--- src/rtl/quad_gate_bist_pkg.sv ---
// Shared types and constants for the quad-gate BIST engine.
// Also consumed by the reusable misr8 compactor.
package quad_gate_bist_pkg;

  typedef enum logic [2:0] {
    IDLE,
    APPLY,
    CAPTURE,
    COMPARE,
    DONE
  } state_t;

  localparam logic [7:0] MISR_POLY = 8'h1D;
  localparam logic [7:0] VEC_LAST  = 8'hFF;

  // x^8+x^4+x^3+x^2+1 shift with the response folded into the low nibble
  function automatic logic [7:0] misr_step(
    input logic [7:0] m,
    input logic [3:0] d
  );
    logic [7:0] fb;
    fb = m[7] ? MISR_POLY : 8'h00;
    return {m[6:0], 1'b0} ^ fb ^ {4'b0000, d};
  endfunction

endpackage

--- src/rtl/quad_gate_bist_misr8.sv ---
// 8-bit MISR with 4-bit parallel input, reusable by other cell BISTs.
// load takes priority over en.
module misr8
  import quad_gate_bist_pkg::*;
(
  input  logic       clk,
  input  logic       rst_n,
  input  logic       load,
  input  logic [7:0] seed,
  input  logic       en,
  input  logic [3:0] din,
  output logic [7:0] sig
);

  always_ff @(posedge clk or negedge rst_n) begin
    if (!rst_n) begin
      sig <= 8'h00;
    end else if (load) begin
      sig <= seed;
    end else if (en) begin
      sig <= misr_step(sig, din);
    end
  end

endmodule

--- src/rtl/quad_gate_bist.sv ---
// Exhaustive stimulus/signature BIST for 4-bit quad-gate cells.
// Define QUAD_GATE_BIST_FIRST_FAIL_EN for first-failing-vector capture.
module quad_gate_bist
  import quad_gate_bist_pkg::*;
#(
  parameter int unsigned SETTLE     = 1,
  parameter logic [7:0]  SEED       = 8'h00,
  parameter logic [7:0]  GOLDEN_SIG = 8'h00
) (
  input  logic       clk,
  input  logic       rst_n,
  input  logic       start,
  output logic [3:0] a,
  output logic [3:0] b,
  input  logic [3:0] y,
  output logic       busy,
  output logic       done,
  output logic       pass,
`ifdef QUAD_GATE_BIST_FIRST_FAIL_EN
  output logic       fail_seen,
  output logic [7:0] fail_index,
`endif
  output logic [7:0] signature
);

  localparam logic [3:0] CNT_INIT = 4'(SETTLE - 1);

  state_t     state;
  logic [7:0] vec;
  logic [7:0] vec_nxt;
  logic [3:0] cnt;
  logic [7:0] misr;
  logic       launch;
  logic       capture;

  assign launch  = start && ((state == IDLE) || (state == DONE));
  assign capture = (state == CAPTURE);
  assign vec_nxt = vec + 8'd1;

  misr8 u_misr (
    .clk   (clk),
    .rst_n (rst_n),
    .load  (launch),
    .seed  (SEED),
    .en    (capture),
    .din   (y),
    .sig   (misr)
  );

  always_ff @(posedge clk or negedge rst_n) begin
    if (!rst_n) begin
      state     <= IDLE;
      vec       <= 8'h00;
      cnt       <= 4'h0;
      a         <= 4'h0;
      b         <= 4'h0;
      busy      <= 1'b0;
      done      <= 1'b0;
      pass      <= 1'b0;
      signature <= 8'h00;
    end else if (launch) begin
      state <= APPLY;
      vec   <= 8'h00;
      cnt   <= CNT_INIT;
      a     <= 4'h0;
      b     <= 4'h0;
      busy  <= 1'b1;
      done  <= 1'b0;
      pass  <= 1'b0;
    end else begin
      unique case (state)
        IDLE: ;
        APPLY: begin
          if (cnt == 4'h0) begin
            state <= CAPTURE;
          end else begin
            cnt <= cnt - 4'd1;
          end
        end
        CAPTURE: begin
          if (vec == VEC_LAST) begin
            state <= COMPARE;
          end else begin
            vec   <= vec_nxt;
            a     <= vec_nxt[3:0];
            b     <= vec_nxt[7:4];
            cnt   <= CNT_INIT;
            state <= APPLY;
          end
        end
        COMPARE: begin
          signature <= misr;
          pass      <= (misr == GOLDEN_SIG);
          busy      <= 1'b0;
          state     <= DONE;
        end
        DONE: done <= 1'b1;
        default: state <= IDLE;
      endcase
    end
  end

`ifdef QUAD_GATE_BIST_FIRST_FAIL_EN
  // Golden AND model; only the first miscompare is kept
  always_ff @(posedge clk or negedge rst_n) begin
    if (!rst_n) begin
      fail_seen  <= 1'b0;
      fail_index <= 8'h00;
    end else if (launch) begin
      fail_seen  <= 1'b0;
      fail_index <= 8'h00;
    end else if (capture && !fail_seen && (y != (a & b))) begin
      fail_seen  <= 1'b1;
      fail_index <= vec;
    end
  end
`endif

endmodule
--- config.mk ---
export PLATFORM = sky130hd
export DESIGN_NAME = quad_gate_bist
export DESIGN_NICKNAME = d
export VERILOG_FILES = /design/src/rtl/quad_gate_bist_pkg.sv /design/src/rtl/quad_gate_bist_misr8.sv /design/src/rtl/quad_gate_bist.sv
export SDC_FILE = /design/constraint.sdc
export NUM_CORES = 1
export LEC_CHECK = 0
export BUFFER_PORTS_ARGS = -buffer_cell sky130_fd_sc_hd__buf_2
export CAP_MARGIN = 5
export CORE_MARGIN = 5
export CORE_UTILIZATION = 30
export DETAILED_ROUTE_END_ITERATION = 8
export SLEW_MARGIN = 20
export SYNTH_ARGS = -nofsm -noshare
export SYNTH_HDL_FRONTEND = slang
export SYNTH_HIERARCHICAL = 1
export SYNTH_SLANG_ARGS = --single-unit
--- constraint.sdc ---
create_clock -name clk -period 2.5 [get_ports clk]
set_input_delay 0.5 -clock clk [delete_from_list [all_inputs] [get_ports clk]]
set_output_delay 0.5 -clock clk [all_outputs]
set_load 0.005 [all_outputs]
# Word level (Yosys, flattened, before mapping)

Cells that the tools add are included.

Logic and storage cells: 65
Output and inout bits: 19
Register bits after elaboration: 42

Add/subtract/negate cells: 2
Eq/ne operators: 10
Reductions and logical operators: 14
Bitwise gates (word level): 3
Muxes and demuxes: 26

Operator list:

| cell                                             | count |
|---|---|
| 2-to-1 mux 8 bit                                 | 5 |
| 2-to-1 mux 4 bit                                 | 9 |
| case mux 3 bit (4 select lines)                  | 1 |
| inequality test 3 bit, second input constant     | 3 |
| adder 8 x 1 -> 8 bit, second input constant      | 1 |
| == test 8 bit, second input constant             | 1 |
| logical NOT 8 bit                                | 1 |
| case mux 4 bit (2 select lines)                  | 1 |
| bitwise XOR 8 x 4 -> 8 bit                       | 1 |
| bitwise XOR 8 bit                                | 1 |
| == test 3 x 2 -> 1 bit, second input constant    | 2 |
| 2-to-1 mux 1 bit                                 | 6 |
| 2-to-1 mux 3 bit                                 | 2 |
| AND reduction 2 bit                              | 3 |
| nonzero test 2 bit                               | 3 |
| 2-to-1 mux 5 bit                                 | 1 |
| logical NOT 4 bit                                | 1 |
| subtractor 4 x 1 -> 4 bit, second input constant | 1 |
| == test 3 x 1 -> 1 bit, second input constant    | 1 |
| == test 3 bit, second input constant             | 1 |
| logical NOT 3 bit                                | 1 |
| AND reduction 3 bit                              | 1 |
| nonzero test 3 bit                               | 1 |
| 2-to-1 mux 2 bit                                 | 1 |
| other kinds (6)                                  | 6 |

# Longest topological paths before layout

Gate-level depths: netlist of run 1.

Word-level depth: 5
Gate-level depth with buffers: 6
Mapped depth without buffers: 6

# By module

The synthesis of run 1 kept the hierarchy.

By module, submodules not included:

| module         | area an instance (um2) | times used | cells an instance |
|---|---|---|---|
| quad_gate_bist | 1224.9                 | 1          | 110 |
| misr8          | 439.2                  | 1          | 44 |

# Worst setup path before layout of run 1

OpenSTA, ideal clock, no wires.

Path type: input to register
From: in start
To: reg u_misr.sig[1]
Cell stages on the path: 5
Setup slack: 663 ps
Path buffers: 3
Arrival: 1710 ps
Path through: nor3b_1 clkbuf_1 buf_2 buf_2 o21ai_0

Longest elaborated chain between the ends: 2

Ends and longest elaborated chain:

| item                                                   | line                       | source |
|---|---|---|
| from (decl)                                            | quad_gate_bist.sv:12       | `input logic start,` |
| logical AND 1 bit (*)                                  | quad_gate_bist.sv:36       | `assign launch = start && ((state == IDLE) \|\| (state == DONE));` |
| via launch                                             | quad_gate_bist.sv:33       | `logic launch;` |
| 2-to-1 mux 8 bit or nonzero test 2 bit (tied branches) | --                         |  |
| to (signal assigned)                                   | quad_gate_bist_misr8.sv:21 | `sig <= misr_step(sig, din);` |
| to (decl)                                              | quad_gate_bist_misr8.sv:12 | `output logic [7:0] sig` |

Mark *: on every way through the listed nets, which the timed path passes. The rest lies on a longest branch.
A chain may end at the register's enable or synchronous reset.

# Final worst setup path of run 1

From: reg state[0]
To: reg b[2]

RTL lines:

| item                                 | line                 | source |
|---|---|---|
| from (decl)                          | quad_gate_bist.sv:28 | `state_t state;` |
| from (signal assigned)               | quad_gate_bist.sv:52 | `state <= IDLE;` |
| from (signal assigned)               | quad_gate_bist.sv:62 | `state <= APPLY;` |
| from (signal assigned)               | quad_gate_bist.sv:75 | `state <= CAPTURE;` |
| == test 3 x 2 -> 1 bit               | --                   |  |
| via capture                          | quad_gate_bist.sv:34 | `logic capture;` |
| nonzero test 2 bit (no source line)  | --                   |  |
| AND reduction 2 bit (no source line) | --                   |  |
| to (signal assigned)                 | quad_gate_bist.sv:86 | `b <= vec_nxt[7:4];` |
| to (decl)                            | quad_gate_bist.sv:14 | `output logic [3:0] b,` |

The timed path passes the listed nets, and every way through them passes these cells.

==> impl_summary.md, run 1 <==
Run status
The flow ran to the end, and the final reports show no timing, DRC or antenna violations.

Timing
Dividing the final minimum period by the clock period gives 68.3%. The number of failing hold endpoints at the final stage came to 0. The transition time at the pin with the least slew margin is 0.754 ns. The clock arrives with 0.00220 ns of skew. The total count of max-transition violations in the final report was 0. The clock period minus worst slack is 1.71 ns. The smallest hold slack is 0.282 ns. Derived from the worst setup path, the maximum achievable clock frequency is 0.585 GHz.

Setup repair after global routing left no endpoint under its margin. Setup violations remaining at the end of the flow were counted as 0. Adding up every negative setup slack in the final design gives 0 ns.

The relative slew slack is 49.7%.

Synthesis
Yosys mapped the design onto 40 distinct sky130hd cell types. The most used flip-flop cell after synthesis is dfrtp_1. The number of enable-type register cells in the synthesized netlist is 0. By area the synthesized netlist is led by dfrtp_1, mux2_2, mux2i_1. The cell type with the highest aggregate area in the netlist is dfrtp_1.

Counting flops and latches in the post-synthesis netlist gives 34. Averaged over all synthesized cells, the footprint is 10.8 sq um. After synthesis, the share of flip-flops with an asynchronous set or reset is 100%. Of the post-synthesis cell area, the dominant cell type holds 51.1%.

The instance count of the mapped netlist is 154. The synthesized cell area is 1660 sq um. The proportion of synthesized chip area in sequential cells is 51.1%.

During synthesis, Yosys emitted a total of 6 warnings.

Critical path
The worst setup path is captured at a flip-flop. In this run the critical register-to-register path is launched from state[0]. The first element of the critical path is state[0]. STA puts the critical path data required time at 2.66 ns. The highest fanout seen on the critical path is 17. STA classifies the critical path startpoint as a flip-flop. By startpoint and endpoint, the worst setup path is classified as flip-flop to flip-flop. For flop-to-flop paths, the worst setup slack is 0.79 ns. The worst endpoint data arrival time is 1.87 ns.

Drt
The average via count per standard cell is 4.63. The total DRC errors in the routed layout is 0. The per-cell routed wire length is 12.6 um. The total wire length after detailed routing is 3.30 mm. The detailed-routing iteration count for the pre-antenna-repair pass is 4.

The detailed router finished its first iteration with 58 violations. The via count of the routed design is 1,218. The remaining antenna violation count after routing is 0.

Global route
The total global routing overflow is 0. The largest net degree at the start of global routing is 35. Global routing used 13.2% of the available met1 tracks. The global routing met2 resource utilization is 15.5%.

The number of antenna violations at the first check in global routing came to 0. The via count of the first global-routing pass is 1,269. The wire length of the first global-routing pass is 5.78 mm. Global routing used 9.87% of the available tracks across all layers. The most crowded layer after global routing is met2.

For met3 alone, demand over resource in global routing was 2.75%.

Finish
The library cell used most frequently in the layout, excluding fill and tap cells, is dfrtp_1. In the layout the commonest cells are dfrtp_1, buf_2, nand2_1. In the final layout, the share of cells above drive strength 1 is 24.6%. The number of fillers in the final layout is 548. The signed area change from the synthesized netlist to the final layout is 19.5%. Excluding fillers, the count of instances in the completed layout stands at 263. The sequential cells in the finished layout cover a total of 851 sq um. The net count reported at finish is 200. The multi-input combinational cells in the finished layout cover a total of 796 sq um. The number of antenna diodes in the final layout is 0.

Placed design
After legalization and detailed placement, the total HPWL measured 2.30 mm. The count of placed standard cells including taps is 255. The count of buffers from port buffering is 25. Routability-driven placement finished with a final weighted congestion of 0.787.

Floorplanning
The total die area is 7140 sq um. The cell row count is 27. The starting density of the core is 30.6%. The total area inside the core boundary comes to 5440 sq um. In this run the horizontal extent of the chip is 84.5 um. The floorplan die height is 84.5 um. The count of pins on the block boundary is 26.

CTS
The H-tree was split into 2 levels. Clock-pin slew was measured on the worst setup and hold paths at 0.07 ns. The number of clock buffers added by TritonCTS is 5. The clock tree buffer depth is 2.

The number of hold buffers added after CTS was 0. The post-cts sizing count is 0. Clock tree synthesis selected as its root buffer the cell clkbuf_8.

TritonCTS built the clock tree. The clock network latency to the later pin of the worst-skew pair is 0.28 ns. The number of setup buffers added after CTS is 0. The clock net in this run drives a total of 34 sinks.

Job
Across the run, the number of max-cap violations was 0.

Pwr
In this run the power density over the cells is 1020 nW/um^2. The design draws 0.00202 W. IR analysis of the VDD net gives a maximum drop of 0.367 mV. The leakage component of the power is 0.911 nW.

Min path
The min-delay analysis places its worst path in the category input pin to async pin.
worst max-delay path, stage by stage, from the launching register on:
cell and delay, ns:
dfrtp_1 0.43, or3b_4 0.47, clkinv_4 0.17, o21ai_1 0.19
o31ai_1 0.24, a21oi_1 0.10
power breakdown:
group	internal [W]	total (W)	switching (W)
sequential	0.000741	0.000920	0.000179
combinational	0.000340	0.000690	0.000350
clock	0.000222	0.000415	0.000193
cells by family after synthesis:
group           after synthesis  share of synthesized area, %
compound gates               32                          12.2
xor+xnor                      9                          4.74
fa+ha+maj                     3                          2.26
buf+inv                       9                          2.93
flops                        34                          51.1
mux                          16                          10.2
other cells                   1                         0.225
simple gates                 50                          16.3
synth_stat cells (all sizes together) (2+ instances only):
library cell,n
mux2i,8
inv,3
o21ai,12
nor3b,4
nor2,9
a21oi,8
nor3,3
nand2,14
nand3b,3
nor4,2
or3,2
xor2,9
nand3,5
mux2,8
o31ai,2
o211ai,5
buf,4
dfrtp,34
ha,3
metrics by stage:
stage | util (%) | worst slack, ns | area [sq um]
after floorplan | - | 0.663 | 1690
after detailed placement | 34.9 | 0.815 | 1900
after global routing | 36.6 | 0.638 | 1990
after global placement | 34.9 | 0.854 | 1900
final | 36.6 | 0.792 | 1990
after CTS | 36.6 | 0.795 | 1990
registers in the layout, summed over array words and instances, names as in the netlist:
| name | cells |
|---|---|
| cnt | 4 |
| u_misr/sig | 8 |
| b | 3 |
| a | 3 |
| state | 3 |
| done | 1 |
| signature | 8 |
| vec | 2 |
| busy | 1 |
| pass | 1 |
metal layers:
layer,vias up,wire (um)
li1,613,-
met5,-,0
met4,0,36
met1,584,1660
met3,4,83
met2,17,1530
final timing paths:
check	to	cells after the start
setup / recovery	b[2]	5
min in group clk	state[2]	2
hold / removal	done	1
max in group asynchronous	a[1]	1
setup reg to reg	b[2]	5
hold reg to reg	done	2
cell type report:
cell class / instances / area share [%]
flip-flops and latches: 34 / 42.8
multi-input cells: 118 / 40.0
repair buffers: 27 / 7.05
well taps: 72 / 4.53
clock buffers: 7 / 4.34
inverters: 4 / 1.01
clock inverters: 1 / 0.252
No activity file was read; power rests on OpenSTA's default activity.
==> inputs of run 2 (changes only) <==
==> constraint.sdc (replaced) <==
create_clock -name clk -period 1.8 [get_ports clk]
set_input_delay 0.36 -clock clk [delete_from_list [all_inputs] [get_ports clk]]
set_output_delay 0.36 -clock clk [all_outputs]
set_load 0.005 [all_outputs]
==> run 2 against run 1 <==
Cell area grew 2.1%. Non-clock buffer count grew 5. Clock skew grew 0.0034 ns. Combinational power grew 43%. Cell count grew 1.9%. Worst hold slack lost 0.18 ns. Sequential power grew 38%. Flip-flop and latch count is the same. Clock power grew 41%. Register-to-register slack lost 0.69 ns. Routed wire length shrank 0.18%. Critical path type unchanged. Largest cell class unchanged.
==> impl_summary.md, run 2 (synthesis results as in run 1) <==
Drt
The total wire length after detailed routing came to 3.30 mm (-0.18%). The detailed-routing iteration count for the pre-antenna-repair pass is 4 (unchanged). The met3 wire length came to 88 um (+6.0%). The average via count per standard cell is 4.60 (-0.74%). The detailed-route wire length on metal 1 is 1.61 mm (-2.8%).

The total DRC errors in the routed layout is 0 (unchanged). The number of DRC markers after the initial detailed-route iteration came to 40 (-31%). The remaining antenna violation count after routing was 0 (unchanged). The per-cell routed wire length was 12.3 um (-2.0%). The highest routed metal layer is met4. The met2 wirelength from detailed routing is 1.53 mm (+0.20%).

The via count of the routed design is 1,232 (+1.1%).

Floorplanning
The cell row count is 27 (unchanged). The total die area is 7140 sq um (unchanged). The placeable core region came to 5440 sq um (unchanged).

The floorplan die height is 84.5 um (unchanged). The starting density of the core came to 30.6% (unchanged). The count of pins on the block boundary is 26 (unchanged). The die outline width is 84.5 um (unchanged).

CTS
The TritonCTS buffer count came to 5 (unchanged). The post-cts sizing count is 0 (unchanged). The H-tree depth came to 2 (unchanged). The clock-pin transition on the worst setup and hold timing paths came to 0.07 ns (about the same). TritonCTS built the clock tree.

The clock tree buffer depth is 2 (unchanged). The clock root buffer is clkbuf_8. The number of setup buffers added after CTS is 0 (unchanged).

The clock network latency to the later pin of the worst-skew pair was 0.28 ns (about the same). The total of hold buffers inserted after clock tree synthesis is 0 (unchanged). The TritonCTS sink count is 34 (unchanged).

Timing
The number of failing hold endpoints at the final stage is 0 (unchanged). The total count of max-transition violations in the final report is 0 (unchanged). The final setup skew was 0.00555 ns (+0.00335 ns). The achievable clock frequency is 0.588 GHz (+0.54%). The total setup violations reported at the end of the flow is 0 (unchanged). Setup repair after global routing left no endpoint under its margin. The post-route setup TNS came to 0 ns (unchanged). The post-route fraction of the period consumed by the critical path is 94.4% (+26 points).

The clock period minus worst slack was 1.70 ns (-0.00914 ns).

Pwr
The leakage component of the power is 0.933 nW (+2.5%). The maximum vdd drop is 0.604 mV (+64%). The net switching power of the design was 0.00101 W (+40%). The switching share of power is 35.6% (-0.049 points). The power density of the placed cells is 1400 nW/um^2 (+38%).

The share of power burned in combinational logic is 34.6% (+0.5 points). The total power consumption of the routed design was 0.00284 W (+40%). The internal power of the cells is 0.00183 W (+41%). The power share of the clock group is 20.6% (about the same).

The portion of total power attributed to sequential cells is 44.8% (-0.6 points).

Run status
The run finished with clean final reports.

Placed design
The sum of net half-perimeters after detailed placement is 2.37 mm (+2.9%). The final RePlAce weighted congestion came to 0.719 (-8.6%). The count of buffers from port buffering is 25 (unchanged).

Critical path
The required time of the worst setup path was 1.96 ns (-0.70 ns). The startpoint type of the worst setup path is a flip-flop. The worst endpoint data arrival time is 1.86 ns (about the same). The endpoint kind of the worst setup timing path is a flip-flop. The class of the most critical setup path is flip-flop to flip-flop.

The highest fanout seen on the critical path is 17 (unchanged).

Global route
The via count of the first global-routing pass is 1,209 (-4.7%). The number of antenna violations at the first check in global routing came to 0 (unchanged). The total track usage came to 9.66% (-0.21 points).

The largest net degree at the start of global routing came to 35 (unchanged). The total global routing overflow is 0 (unchanged). The wire length of the first global-routing pass is 5.57 mm (-3.6%).

Finish
The library cell used most frequently in the layout, excluding fill and tap cells, is dfrtp_1. The number of antenna diodes was 0 (unchanged). The largest registers in the layout are signature: 8 flops, u_misr/sig: 8 flops, cnt: 4 flops. The area growth from synthesis to layout is 22.0%. In the layout the commonest cells are dfrtp_1, buf_2, nand2_1. The net count reported at finish is 205 (+2.5%). The share of cells above drive strength 1 is 27.0% (+2.4 points).

Min path
The worst hold path belongs to the class input pin to async pin.

Job
The max capacitance violation total is 0 (unchanged).
run 2: cell count changes in the layout (fill, tap and decap cells not counted), sizes merged:
cell      before  now
buf           27   32
clkbuf         7    6
clkinvlp       0    1
run 2: power groups by stage:
stage	Clock, W	Combinational [W]	Sequential [W]
5_1_grt	0.000642	0.00112	0.00133
6_report	0.000586	0.000985	0.00127
2_1_floorplan	0	0.000696	0.00124
3_3_place_gp	0	0.000992	0.00129
4_1_cts	0.000608	0.00100	0.00128
3_5_place_dp	0	0.000994	0.00129
run 2: metal layers:
metal  track usage (%)  up-vias
li1                  -      620
met1              13.2      585
met2              14.4       20
met3              2.16        7
met4              4.75        0
met5                 0        -
run 2: critical path, cell delays in order (launching register included):
cell	delay (ns)
dfrtp_1	0.43
or3b_4	0.46
clkinv_4	0.16
o21ai_1	0.19
o31ai_1	0.24
a21oi_1	0.10
run 2: final cells by class:
class | instances | area [sq um]
Inverter | 4 | 20.0
Timing Repair Buffer | 32 | 178
Fill cell | 530 | 3410
Sequential cell | 34 | 851
Tap cell | 72 | 90.1
Clock inverter | 2 | 12.5
Multi-Input combinational cell | 118 | 796
Clock buffer | 6 | 82.6
run 2: worst paths after layout:
kind	startpoint	endpoint	slack (ns)	depth (start not counted)
max	state[0]	b[2]	0.10	5
max in group asynchronous	rst_n	vec[3]	1.39	2
min in group clk	start	state[2]	0.29	2
max reg2reg	state[0]	b[2]	0.10	5
min	rst_n	busy	0.1	2
min reg2reg	busy	busy	0.47	1
run 2: through the flow:
step                area, sq um  hold WS [ns]  instances  worst slack, ns  utilization, %
floorplan                  1690        0.0644        161           0.0350               -
global placement           1930         0.424        260            0.140            35.6
detailed placement         1930         0.421        260            0.103            35.6
CTS                        2030         0.111        268           0.0706            37.3
global route               2030         0.142        268          0.00829            37.3
finish                     2030        0.0969        268            0.101            37.3
